<file path="src/rtl/pipeline_ctrl_pkg.sv">
// Shared types, widths and helpers for the decode/execute issue controller.
package pipeline_ctrl_pkg;

  localparam int NUM_REGS = 16;
  localparam int REG_W    = 4;
  localparam int CNT_W    = 8;

  typedef enum logic [1:0] {
    ST_RUN      = 2'd0,
    ST_FLUSH    = 2'd1,
    ST_MEM_WAIT = 2'd2
  } pc_state_t;

  function automatic logic [NUM_REGS-1:0] reg_bit(input logic [REG_W-1:0] idx);
    return NUM_REGS'(1) << idx;
  endfunction

endpackage

</file>
<file path="src/rtl/pipeline_ctrl_reg_scoreboard.sv">
// Outstanding-write scoreboard: one bit per architectural register, set wins over clear.
module pipeline_ctrl_reg_scoreboard
  import pipeline_ctrl_pkg::*;
(
  input  logic                i_clk,
  input  logic                i_rst_n,
  input  logic                i_set_en,
  input  logic [REG_W-1:0]    i_set_idx,
  input  logic [NUM_REGS-1:0] i_clr_mask,
  output logic [NUM_REGS-1:0] o_pending,
  output logic [NUM_REGS-1:0] o_pending_eff
);

  logic [NUM_REGS-1:0] r_sb;
  logic [NUM_REGS-1:0] w_set_mask;

  assign w_set_mask = i_set_en ? reg_bit(i_set_idx) : '0;

  always_ff @(posedge i_clk or negedge i_rst_n) begin
    if (!i_rst_n) begin
      r_sb <= '0;
    end else begin
      r_sb <= (r_sb & ~i_clr_mask) | w_set_mask;
    end
  end

  // Same-cycle clears are visible to the hazard query so a retiring write never stalls.
  assign o_pending     = r_sb;
  assign o_pending_eff = r_sb & ~i_clr_mask;

endmodule

</file>
<file path="src/rtl/pipeline_ctrl.sv">
// Issue/stall/flush controller between decode and execute with register scoreboard and memory handshake.
module pipeline_ctrl
  import pipeline_ctrl_pkg::*;
#(
  parameter int LINK_REG    = 15,
  parameter int FLUSH_CYC   = 2,
  parameter int MEM_TIMEOUT = 255
) (
  input  logic                clk,
  input  logic                reset_n,
  input  logic                id_valid,
  input  logic [REG_W-1:0]    id_rd,
  input  logic [REG_W-1:0]    id_rs,
  input  logic [REG_W-1:0]    id_rt,
  input  logic                id_is_alu,
  input  logic                id_is_cmp,
  input  logic                id_is_jmp,
  input  logic                id_is_ld,
  input  logic                id_is_str,
  input  logic                id_is_call,
  input  logic                id_is_ret,
  input  logic                id_is_src2_imm,
  input  logic                ex_br_taken,
  input  logic                wb_valid,
  input  logic [REG_W-1:0]    wb_rd,
  input  logic                mem_ack,
  output logic                issue,
  output logic                stall_if,
  output logic                stall_id,
  output logic                flush_id,
  output logic                flush_ex,
  output logic                mem_req,
  output logic                mem_we,
  output logic                mem_err,
  output logic [NUM_REGS-1:0] sb_pending
);

  localparam logic [REG_W-1:0] LINK_IDX   = REG_W'(LINK_REG);
  localparam logic [CNT_W-1:0] FLUSH_INIT = CNT_W'(FLUSH_CYC - 1);
  localparam logic [CNT_W-1:0] TMO_LAST   = CNT_W'(MEM_TIMEOUT - 1);
  localparam logic [CNT_W-1:0] CNT_ONE    = CNT_W'(1);

  pc_state_t        r_state, w_state_nxt;
  logic [CNT_W-1:0] r_fcnt, w_fcnt_nxt;
  logic [CNT_W-1:0] r_tcnt, w_tcnt_nxt;
  logic             r_mem_str, w_mem_str_nxt;
  logic             r_mem_ld, w_mem_ld_nxt;
  logic [REG_W-1:0] r_mem_rd, w_mem_rd_nxt;

  logic                w_reads_rs, w_reads_rt, w_writes, w_mem_op;
  logic                w_hazard, w_issue, w_abort, w_stall, w_flush_id, w_flush_ex;
  logic                w_mem_busy;
  logic [REG_W-1:0]    w_dst_idx;
  logic [NUM_REGS-1:0] w_use_mask, w_clr_mask, w_pending_eff, w_sb;
  logic                w_unused_jmp;

  // JMP neither reads nor writes a register, so its flag has no effect on hazards.
  assign w_unused_jmp = id_is_jmp;

  assign w_reads_rs = id_is_alu | id_is_cmp | id_is_ld | id_is_str;
  assign w_reads_rt = (id_is_alu | id_is_cmp) & ~id_is_src2_imm;
  assign w_writes   = id_is_alu | id_is_ld | id_is_call;
  assign w_dst_idx  = id_is_call ? LINK_IDX : id_rd;
  assign w_mem_op   = id_is_ld | id_is_str;

  assign w_use_mask = (w_reads_rs ? reg_bit(id_rs)     : '0)
                    | (w_reads_rt ? reg_bit(id_rt)     : '0)
                    | (id_is_str  ? reg_bit(id_rd)     : '0)
                    | (id_is_ret  ? reg_bit(LINK_IDX)  : '0)
                    | (w_writes   ? reg_bit(w_dst_idx) : '0);

  assign w_hazard   = id_valid & (|(w_use_mask & w_pending_eff));
  assign w_issue    = id_valid & ~w_hazard & (r_state == ST_RUN) & ~ex_br_taken;
  assign w_mem_busy = (r_state == ST_MEM_WAIT);

  // An aborted load will never write back, so its destination bit is released here.
  assign w_clr_mask = (wb_valid ? reg_bit(wb_rd) : '0)
                    | ((w_abort & r_mem_ld) ? reg_bit(r_mem_rd) : '0);

  pipeline_ctrl_reg_scoreboard u_sb (
    .i_clk         (clk),
    .i_rst_n       (reset_n),
    .i_set_en      (w_issue & w_writes),
    .i_set_idx     (w_dst_idx),
    .i_clr_mask    (w_clr_mask),
    .o_pending     (w_sb),
    .o_pending_eff (w_pending_eff)
  );

  always_ff @(posedge clk or negedge reset_n) begin
    if (!reset_n) begin
      r_state   <= ST_RUN;
      r_fcnt    <= '0;
      r_tcnt    <= '0;
      r_mem_str <= 1'b0;
      r_mem_ld  <= 1'b0;
      r_mem_rd  <= '0;
    end else begin
      r_state   <= w_state_nxt;
      r_fcnt    <= w_fcnt_nxt;
      r_tcnt    <= w_tcnt_nxt;
      r_mem_str <= w_mem_str_nxt;
      r_mem_ld  <= w_mem_ld_nxt;
      r_mem_rd  <= w_mem_rd_nxt;
    end
  end

  always_comb begin
    w_state_nxt   = r_state;
    w_fcnt_nxt    = r_fcnt;
    w_tcnt_nxt    = r_tcnt;
    w_mem_str_nxt = r_mem_str;
    w_mem_ld_nxt  = r_mem_ld;
    w_mem_rd_nxt  = r_mem_rd;
    w_stall       = 1'b0;
    w_flush_id    = 1'b0;
    w_flush_ex    = 1'b0;
    w_abort       = 1'b0;
    case (r_state)
      ST_RUN: begin
        w_stall = id_valid & ~w_issue;
        if (ex_br_taken) begin
          w_flush_id  = 1'b1;
          w_flush_ex  = 1'b1;
          w_state_nxt = ST_FLUSH;
          w_fcnt_nxt  = FLUSH_INIT;
        end else if (w_issue && w_mem_op) begin
          w_state_nxt   = ST_MEM_WAIT;
          w_tcnt_nxt    = '0;
          w_mem_str_nxt = id_is_str;
          w_mem_ld_nxt  = id_is_ld;
          w_mem_rd_nxt  = id_rd;
        end
      end
      ST_FLUSH: begin
        w_flush_id = 1'b1;
        if (r_fcnt == '0) begin
          w_state_nxt = ST_RUN;
        end else begin
          w_fcnt_nxt = r_fcnt - CNT_ONE;
        end
      end
      ST_MEM_WAIT: begin
        w_stall = 1'b1;
        if (mem_ack) begin
          w_state_nxt = ST_RUN;
        end else if (r_tcnt == TMO_LAST) begin
          w_abort     = 1'b1;
          w_state_nxt = ST_RUN;
        end else begin
          w_tcnt_nxt = r_tcnt + CNT_ONE;
        end
      end
      default: begin
        w_state_nxt = ST_RUN;
      end
    endcase
  end

  assign issue      = w_issue;
  assign stall_if   = w_stall;
  assign stall_id   = w_stall;
  assign flush_id   = w_flush_id;
  assign flush_ex   = w_flush_ex;
  assign mem_req    = w_mem_busy;
  assign mem_we     = w_mem_busy & r_mem_str;
  assign mem_err    = w_abort;
  assign sb_pending = w_sb;

endmodule

</file>
<file path="config.mk">
export PLATFORM = sky130hd
export DESIGN_NAME = pipeline_ctrl
export DESIGN_NICKNAME = d
export VERILOG_FILES = /design/src/rtl/pipeline_ctrl_pkg.sv /design/src/rtl/pipeline_ctrl_reg_scoreboard.sv /design/src/rtl/pipeline_ctrl.sv
export SDC_FILE = /design/constraint.sdc
export NUM_CORES = 1
export LEC_CHECK = 0
export BUFFER_PORTS_ARGS = -buffer_cell sky130_fd_sc_hd__buf_2
export CORE_UTILIZATION = 35
export CTS_BUF_LIST = sky130_fd_sc_hd__clkbuf_8
export DETAILED_ROUTE_END_ITERATION = 10
export SLEW_MARGIN = 20
export SYNTH_ARGS = -nofsm -noshare
export SYNTH_HDL_FRONTEND = slang
export SYNTH_SLANG_ARGS = --single-unit
</file>
<file path="constraint.sdc">
create_clock -name clk -period 3.2 [get_ports clk]
set_input_delay 0.48 -clock clk [delete_from_list [all_inputs] [get_ports clk]]
set_output_delay 0.48 -clock clk [all_outputs]
set_load 0.02 [all_outputs]
</file>
== Yosys cells after proc, flatten, opt, wreduce, memory -nomap -nowiden ==
Index checks and enable logic that the tools add are counted.

* $add $sub $neg: 2
* Equality and inequality tests: 12
* Shift operators: 6
* Multiplexer cells: 30
* Bitwise logic cells: 28
* Reduce and logical (&&, ||, !) cells: 10

{| class="wikitable"
|+ Operator list
! cell !! count
|-
| 2-to-1 mux 16 bit || 8
|-
| bitwise OR 16 bit || 6
|-
| left shift 1 x 4 -> 16 bit (first input constant) || 6
|-
| 2-to-1 mux 8 bit || 6
|-
| bitwise AND 16 bit || 2
|-
| one-hot mux 8 bit (2 select lines) || 2
|-
| inverter 16 bit || 1
|-
| OR reduction 16 bit || 1
|-
| inequality test 2 bit (second input constant) || 6
|-
| 2-to-1 mux 2 bit || 5
|-
| bitwise AND 1 bit || 9
|-
| AND reduction 3 bit || 3
|-
| adder 8 x 1 -> 8 bit (second input constant) || 1
|-
| == test 8 bit (second input constant) || 1
|-
| zero test 8 bit || 1
|-
| subtractor 8 x 1 -> 8 bit (second input constant) || 1
|-
| inequality test 3 x 2 -> 1 bit (second input constant) || 2
|-
| bitwise OR 1 bit || 6
|-
| one-hot mux 2 bit (3 select lines) || 1
|-
| 2-to-1 mux 1 bit || 5
|-
| AND reduction 5 bit || 1
|-
| 2-to-1 mux 4 bit || 1
|-
| inverter 1 bit || 4
|-
| one-hot mux 1 bit (2 select lines) || 2
|-
| other kinds (6) || 7
|}

* Flip-flop bits (word level): 40
* Input bits: 30
* Output and inout bits: 24

== Longest topological paths before layout ==
Gate-level depths: netlist of the first run.

* Depth in word-level cells: 20
* Mapped depth: 10

== Hierarchy ==
Synthesis of the first run repeated with hierarchy kept, for this count alone.

* Cell total of the unflattened synthesis: 335
* Area total of the unflattened synthesis: 3006.6 um^2

{| class="wikitable"
|+ By module, submodules not included
! module !! instances !! cells an instance !! area each (um^2)
|-
| pipeline_ctrl || 1 || 267 || 2195.9
|-
| pipeline_ctrl_reg_scoreboard || 1 || 68 || 810.8
|}

== Worst setup path after synthesis of the first run ==
No wires, ideal clock.

* Path type: reg-to-output
* Start point: reg r_tcnt[0]
* End point: out stall_if
* Arrival: 2685 ps
* Required time: 2720 ps
* Setup slack: 35 ps
* Stages on the path, launching flop included: 11
* Path buffers: 1
* Cells stage by stage: dfrtp_1 > inv_1 > ha_1 > nand3b_1 > or4_4 > o221ai_2 > o22ai_1 > nor4_4 > nand3_2 > a31o_2 > buf_4

* Word-level cells in the longest chain between the ends: 19

{| class="wikitable"
|+ RTL lines
! item !! line !! source
|-
| from (decl) || pipeline_ctrl.sv:45 || <nowiki>logic [CNT_W-1:0] r_tcnt, w_tcnt_nxt;</nowiki>
|-
| from (signal assigned) || pipeline_ctrl.sv:101 || <nowiki>r_tcnt <= w_tcnt_nxt;</nowiki>
|-
| == test 8 bit || pipeline_ctrl.sv:147 || <nowiki>end else if (r_tcnt == TMO_LAST) begin</nowiki>
|-
| 2-to-1 mux 1 bit || pipeline_ctrl.sv:147 ||
|-
| 2-to-1 mux 1 bit || pipeline_ctrl.sv:145 || <nowiki>if (mem_ack) begin</nowiki>
|-
| 2-to-1 mux 1 bit || pipeline_ctrl.sv:119 || <nowiki>case (r_state)</nowiki>
|-
| bitwise AND 1 bit || pipeline_ctrl.sv:78 || <nowiki>| ((w_abort & r_mem_ld) ? reg_bit(r_mem_rd) : '0);</nowiki>
|-
| 2-to-1 mux 16 bit || pipeline_ctrl.sv:78 ||
|-
| bitwise OR 16 bit || pipeline_ctrl.sv:78 ||
|-
| inverter 16 bit || pipeline_ctrl_reg_scoreboard.sv:29 || <nowiki>assign o_pending_eff = r_sb & ~i_clr_mask;</nowiki>
|-
| bitwise AND 16 bit || pipeline_ctrl_reg_scoreboard.sv:29 ||
|-
| bitwise AND 16 bit || pipeline_ctrl.sv:72 || <nowiki>assign w_hazard = id_valid & (|(w_use_mask & w_pending_eff));</nowiki>
|-
| OR reduction 16 bit || pipeline_ctrl.sv:72 ||
|-
| bitwise AND 1 bit || pipeline_ctrl.sv:72 ||
|-
| inverter 1 bit || pipeline_ctrl.sv:73 || <nowiki>assign w_issue = id_valid & ~w_hazard & (r_state == ST_RUN) & ~ex_br_taken;</nowiki>
|-
| bitwise AND 1 bit (3 in a row) || pipeline_ctrl.sv:73 ||
|-
| inverter 1 bit || pipeline_ctrl.sv:121 || <nowiki>w_stall = id_valid & ~w_issue;</nowiki>
|-
| bitwise AND 1 bit || pipeline_ctrl.sv:121 ||
|-
| one-hot mux 1 bit (2 select lines) || pipeline_ctrl.sv:119 ||
|-
| to (decl) || pipeline_ctrl.sv:28 || <nowiki>output logic stall_if,</nowiki>
|}

No other way between the ends.

== Worst setup path in the final report of the first run ==
* Start point: reg r_tcnt[0]
* End point: out stall_id

* Word-level cells in the longest chain between the ends: 19

{| class="wikitable"
|+ RTL lines
! item !! line !! source
|-
| == test 8 bit || pipeline_ctrl.sv:147 ||
|-
| 2-to-1 mux 1 bit || pipeline_ctrl.sv:147 ||
|-
| 2-to-1 mux 1 bit || pipeline_ctrl.sv:145 ||
|-
| 2-to-1 mux 1 bit || pipeline_ctrl.sv:119 ||
|-
| bitwise AND 1 bit || pipeline_ctrl.sv:78 ||
|-
| 2-to-1 mux 16 bit || pipeline_ctrl.sv:78 ||
|-
| bitwise OR 16 bit || pipeline_ctrl.sv:78 ||
|-
| inverter 16 bit || pipeline_ctrl_reg_scoreboard.sv:29 ||
|-
| bitwise AND 16 bit || pipeline_ctrl_reg_scoreboard.sv:29 ||
|-
| bitwise AND 16 bit || pipeline_ctrl.sv:72 ||
|-
| OR reduction 16 bit || pipeline_ctrl.sv:72 ||
|-
| bitwise AND 1 bit || pipeline_ctrl.sv:72 ||
|-
| inverter 1 bit || pipeline_ctrl.sv:73 ||
|-
| bitwise AND 1 bit (3 in a row) || pipeline_ctrl.sv:73 ||
|-
| inverter 1 bit || pipeline_ctrl.sv:121 ||
|-
| bitwise AND 1 bit || pipeline_ctrl.sv:121 ||
|-
| one-hot mux 1 bit (2 select lines) || pipeline_ctrl.sv:119 ||
|-
| to (decl) || pipeline_ctrl.sv:29 || <nowiki>output logic stall_id,</nowiki>
|}

No other way between the ends.

==> metrics.md, run 1 <==
| Metric | Value |
|---|---|
| Largest net degree at the start of global routing | `approximately 40` |
| Finished Layout Cells | `506` |
| Synth top area share | `around a third` |
| Synth Warn # | `0` |
| Design Area, Final | `between 3000 and 4000 sq um` |
| Required time of the critical path | `around 2700 ps` |
| Vias in the first global route | `2743` |
| Maximum vdd drop | `129 uV` |
| Clock Root Buffer | `clkbuf_8` |
| Syn Nets | `370` |
| CTS tree | `yes` |
| Final core utilization | `roughly 46%` |
| Vias per cell | `5.70` |
| CTS sink cnt | `40` |
| Global-route wire length before repair | `between 10 and 15 mm` |
| Register area share after synthesis | `a little over a third` |
| Final setup viols | `3` |
| Violated checks | `negative setup slack` |
| Num CTS Buffers | `5` |
| Clk slew on worst S/H paths | `approximately 80 ps` |
| Total GRT Usage | `around a fifth` |
| Final hold violation count | `0` |
| RePlAce Congestion | `~0.94` |
| #FFs+latches synth | `40` |
| Inst Count DP | `just under 500` |
| Post-synthesis async set-or-reset flop share | `100%` |
| Setup CP Type | `reg -> out` |
| Worst Setup Start Kind | `flop` |
| Core Region | `7850 sq um` |
| Synth area leaders | `dfrtp_1 35%, nor2_1 3.9%, o21ai_0 3.8%, nand2_1 3.3%, o21bai_1 3.1%` |
| Row count | `32` |
| Avg Cell Area, Syn | `8.57 sq um` |
| Post-Syn Instances | `between 300 and 400` |
| Antenna violations before repair | `0` |
| Routed Antenna Nets | `0` |
| GRT overflow | `0` |
| Status | `complete, but fails checks` |
| Clock Path Buffers | `2` |
| Commonest cells in the synthesized netlist | `40 x dfrtp_1, 30 x nor2_1, 25 x nand2_1` |
| Crit path launch | `r_tcnt[0]` |
| Critical path capture point type | `output port` |
| Die Wd | `92.7 um` |
| Overall routed net length | `8.70 mm` |
| Setup TNS Final | `-278 ps` |
| Number of synthesized flops with an enable pin | `0` |
| Pin slew with the least headroom to its limit | `910 ps` |
| Slew Limit Fails | `0` |
| DP Wirelength | `between 6 and 7 mm` |
| Hold_buf cts | `0` |
| Die H | `between 90 and 100 um` |
| Netlist cell types | `59` |
| RSZ-0062 raised after global routing | `yes` |
| Die area | `~8600 sq um` |
| Net count, final | `437` |
| Tcrit/Tclk final | `103%` |
| Initial core utilization | `approximately 37%` |
| Area growth from synthesis to layout | `24.4%` |
| Prevailing post-synth register cell | `dfrtp_1` |
| Yosys top cell by area | `dfrtp_1` |
| Layout cells sized above 1 | `about 28%` |
| Final routed DRC violation total | `0` |
| PnR worst setup slack | `-111 ps` |
| Clock Latency Late Sink | `about 300 ps` |
| Cell area after synthesis | `2880 sq um` |
| Area of placed instances | `about 3300 sq um` |
| H-tree levels | `2` |
| HP Class | `in -> async` |
| Max_cap viols | `0` |
| Reg2reg start | `r_tcnt[0]` |
| Input/output buffers | `52` |
| Max-slew headroom | `between 30% and 40%` |
| Drt first pass iters | `5` |
| Critical Path AT | `~2800 ps` |
| Drt wl/cell | `17.2 um` |
| Final critical-path required period | `approximately 3300 ps` |
| Lkg Pwr | `1.55 nW` |
| Total power | `1.06 mW` |
| Ant. Diodes | `0` |
| Peak Freq | `a little over 300 MHz` |
| Initial DRC count | `between 200 and 250` |
| IO Count | `54` |
| Power Density | `about 300 nW/um^2` |
| Skew final | `roughly 8.3 ps` |
| Number of vias in the routed layout | `2884` |
| CP Max Fanout | `5` |
| Most common cell in the netlist | `dfrtp_1` |
-- state kept, by name (all words and copies together) (netlist names) --
name and flops:
r_tcnt 8, r_mem_ld 1, r_mem_rd 4, r_fcnt 8
r_mem_str 1, u_sb.o_pending 16, r_state 2
-- cell type report --
type                       instances  area [sq um]
clock inverter                     3          38.8
clock buffer                       5          68.8
fill                             816          4270
tap                              102           128
timing repair buffer              71           418
multi-input combinational        274          1880
sequential                        40          1000
inverter                          11          41.3
-- placed cells by master (no fill, tap or decap), types with 7 or more instances in the layout --
cell       n
buf_2     49
dfrtp_1   37
nor2_1    30
nand2_1   25
buf_4     20
o21ai_0   19
or3_1     14
nor3_1    14
nand2b_1  13
o21bai_1  12
inv_1     10
nor4_1     8
a21oi_1    8
xor2_1     8
nand3b_1   7
nand3_1    7
and2_1     7
-- power by group --
| part | leakage, nW | switching, mW | internal, mW | total (mW) |
|---|---|---|---|---|
| clock network | 0.0593 | 0.185 | 0.229 | 0.413 |
| logic | 0.968 | 0.0851 | 0.0458 | 0.131 |
| registers | 0.521 | 0.00494 | 0.509 | 0.513 |
-- worst paths after layout --
kind / end / slack, ps / cells past startpoint
setup reg to reg: r_mem_rd[2] / 250 / 13
max in group asynchronous: r_tcnt[3] / 2270 / 1
min in group clk: r_mem_rd[1] / 480 / 2
hold / removal: r_tcnt[1] / 300 / 1
hold reg to reg: r_mem_str / 490 / 1
setup / recovery: stall_id / -110 / 11
-- per-layer routing --
metal	vias up	track usage, %	share of wire [%]	wire (um)
li1	1408	-	-	-
met3	15	2.71	4.5	393
met1	1375	29.2	47	4120
met4	0	6.67	2.0	176
met5	-	0	0	0
met2	86	34.4	46	4010
-- per-stage QoR --
| stage | setup WS [ps] | hold WS (ps) |
|---|---|---|
| detailed placement | 17.7 | 477 |
| CTS | -90.9 | 330 |
| global placement | 78.4 | 477 |
| floorplan | 34.9 | 184 |
| finish | -111 | 304 |
| global route | -253 | 366 |
-- what timing repair did --
| action | CTS | global route |
|---|---|---|
| buffers inserted | 3 | 1 |
| setup endpoints to repair | 3 | 3 |
| hold endpoints to repair | 0 | 0 |
| resized for setup | 23 | 6 |
| pin swaps | 9 | 3 |
-- logic make-up (layout without fill, tap and decap cells) --
logic type	count (synthesis)	after routing	share of synthesized area [%]
compound gates	90	90	21.9
xor+xnor	12	12	3.65
fa+ha+maj	4	4	1.74
buf+inv	22	90	3.35
flops	40	40	34.8
mux	4	4	1.69
simple gates	164	164	32.9
-- critical path: stages, from the launching register on --
cell	delay, ps
dfrtp_1	400
inv_2	80
ha_4	130
nand3b_1	170
buf_4	210
or3_1	390
o21ai_1	210
o22ai_1	160
nor4_4	210
nand3_2	160
a31o_4	270
buf_6	130
No activity file was read; power rests on OpenSTA's default activity.
==> run 2, diff against run 1 <==
PLACE_DENSITY = 0.66   (was default)
==> metrics.md, run 2 (synthesized netlist as in run 1, its figures left out) <==
| Metric | Value |
|---|---|
| Crit-path slowest cell | `or4_4` |
| CP Max Fanout | `6` |
| Lkg Pwr | `1.52 nW` |
| Clock Root Buffer | `clkbuf_8` |
| RSZ-0062 raised after global routing | `yes` |
| Setup TNS Final | `-200 ps` |
| Setup CP Type | `reg -> out` |
| Flop2flop setup slack | `between 300 and 400 ps` |
| Status | `complete, but fails checks` |
| Routed Antenna Nets | `0` |
| Number of vias in the routed layout | `2925` |
| Input/output buffers | `52` |
| Peak Freq | `between 300 and 400 MHz` |
| Net count, final | `434` |
| Layout cells sized above 1 | `27.7%` |
| Commonest non-fill, non-tap cell in the layout | `buf_2` |
| Area growth from synthesis to layout | `23.8%` |
| Max reg flops | `16` |
| Final routed DRC violation total | `0` |
| Required time of the critical path | `approximately 2700 ps` |
| R2r worst-path depth | `11` |
| Overall routed net length | `roughly 8.6 mm` |
| Initial core utilization | `between 30% and 40%` |
| Die H | `between 90 and 100 um` |
| HP Class | `in -> async` |
| Max-slew headroom | `between 30% and 40%` |
| Largest net degree at the start of global routing | `just over 40` |
| Die Wd | `a little over 90 um` |
| Most frequent cells in the layout | `49 x buf_2, 38 x dfrtp_1, 30 x nor2_1` |
| Drt wl/cell | `approximately 17 um` |
| Tcrit/Tclk final | `103%` |
| Violated checks | `negative setup slack` |
| M1 GR Usage | `30.5%` |
| Design Area, Final | `roughly 3600 sq um` |
| Die area | `around 8600 sq um` |
| Final hold violation count | `0` |
| Skew final | `between 7 and 8 ps` |
| CTS sink cnt | `40` |
| Clk slew on worst S/H paths | `80 ps` |
| Vias per cell | `about 5.8` |
| WP buf/inv | `2` |
| Clock Path Buffers | `2` |
| Total GRT Usage | `between 20% and 30%` |
| Gr busiest metal | `met2` |
| Drt first pass iters | `5` |
| RePlAce Congestion | `~0.98` |
| Worst Setup Start Kind | `flop` |
| Finished Layout Cells | `503` |
| Inst Count DP | `491` |
| Clock Latency Late Sink | `290 ps` |
| Slew Limit Fails | `0` |
| H-tree levels | `2` |
| Antenna violations before repair | `0` |
| GRT overflow | `0` |
| Final critical-path required period | `3290 ps` |
| Max_cap viols | `0` |
| Pin slew with the least headroom to its limit | `about 900 ps` |
| Top delay family on crit path | `simple AND/OR/NAND/NOR gates` |
| CTS tree | `yes` |
| PnR worst setup slack | `-85.4 ps` |
| Global-route wire length before repair | `between 10 and 15 mm` |
| IO Count | `54` |
| Core Region | `around 7800 sq um` |
| GRT met3 Usage | `about 2.9%` |
| Met2 Use GR | `approximately a third` |
| CP Cell Sequence | `inv_2 -> ha_4 -> nand3b_1 -> or4_4 -> o221ai_4 -> o22ai_2 -> nor4_4 -> nand3_2 -> a31o_4 -> buf_6` |
| Reg2reg start | `r_tcnt[0]` |
| Critical Path AT | `around 2800 ps` |
| Final core utilization | `45.4%` |
| Power Density | `roughly 300 nW/um^2` |
| FF-to-FF End | `u_sb.o_pending[10]` |
| Slowest stage delay, CP | `about 510 ps` |
| Post-place setup slack | `between 40 and 50 ps` |
| Num CTS Buffers | `5` |
| Hold Slack | `~300 ps` |
| Maximum vdd drop | `between 100 and 150 uV` |
| Final setup viols | `3` |
| Total power | `approximately 1.1 mW` |
| Initial DRC count | `221` |
| Row count | `32` |
| Critical path capture point type | `output port` |
| Ant. Diodes | `0` |
| Vias in the first global route | `2808` |
| Area of placed instances | `about 3300 sq um` |
| DP Wirelength | `6.63 mm` |
-- run 2: worst register-to-register path, cell delays in order, from the launching register on --
cell	delay [ps]
dfrtp_1	400
inv_2	80
ha_4	130
nand3b_1	200
or4_4	520
o221ai_4	210
o22ai_2	110
nor4_4	310
nand3_2	150
buf_4	170
buf_4	180
o41ai_1	300
-- run 2: timing repair --
action	4_1_cts	5_1_grt
endpoints found under the setup margin	3	3
pin swaps	8	6
hold endpoints to repair	0	0
gates resized for setup	19	9
setup buffers	2	2
hold buffers	0	0
-- run 2: cell type report --
type                            instances  area (sq um)
Fill cell                             796          4280
Multi-Input combinational cell        274          1880
Sequential cell                        40          1000
Timing Repair Buffer                   68           399
Tap cell                              102           128
Clock buffer                            5          68.8
Inverter                               11          45.0
Clock inverter                          3          42.5
-- run 2: how the worst max path moves through the flow --
stage	from	end	slack, ps	cells after the start
finish	r_tcnt[0]	stall_id	-90	10
global route	r_tcnt[0]	stall_if	-200	10
CTS	r_tcnt[0]	stall_id	-110	12
detailed placement	mem_ack	stall_id	50	9
global placement	mem_ack	stall_id	80	9
floorplan	r_tcnt[0]	stall_if	30	10
-- run 2: report_power, final --
| part | internal (mW) | switching [mW] |
|---|---|---|
| Clock | 0.231 | 0.184 |
| Combinational | 0.0443 | 0.0864 |
| Sequential | 0.509 | 0.00497 |
-- run 2: routing by layer --
metal | up-vias | wire (um)
li1 | 1389 | -
met1 | 1386 | 4040
met2 | 136 | 3750
met3 | 14 | 539
met4 | 0 | 225
met5 | - | 0
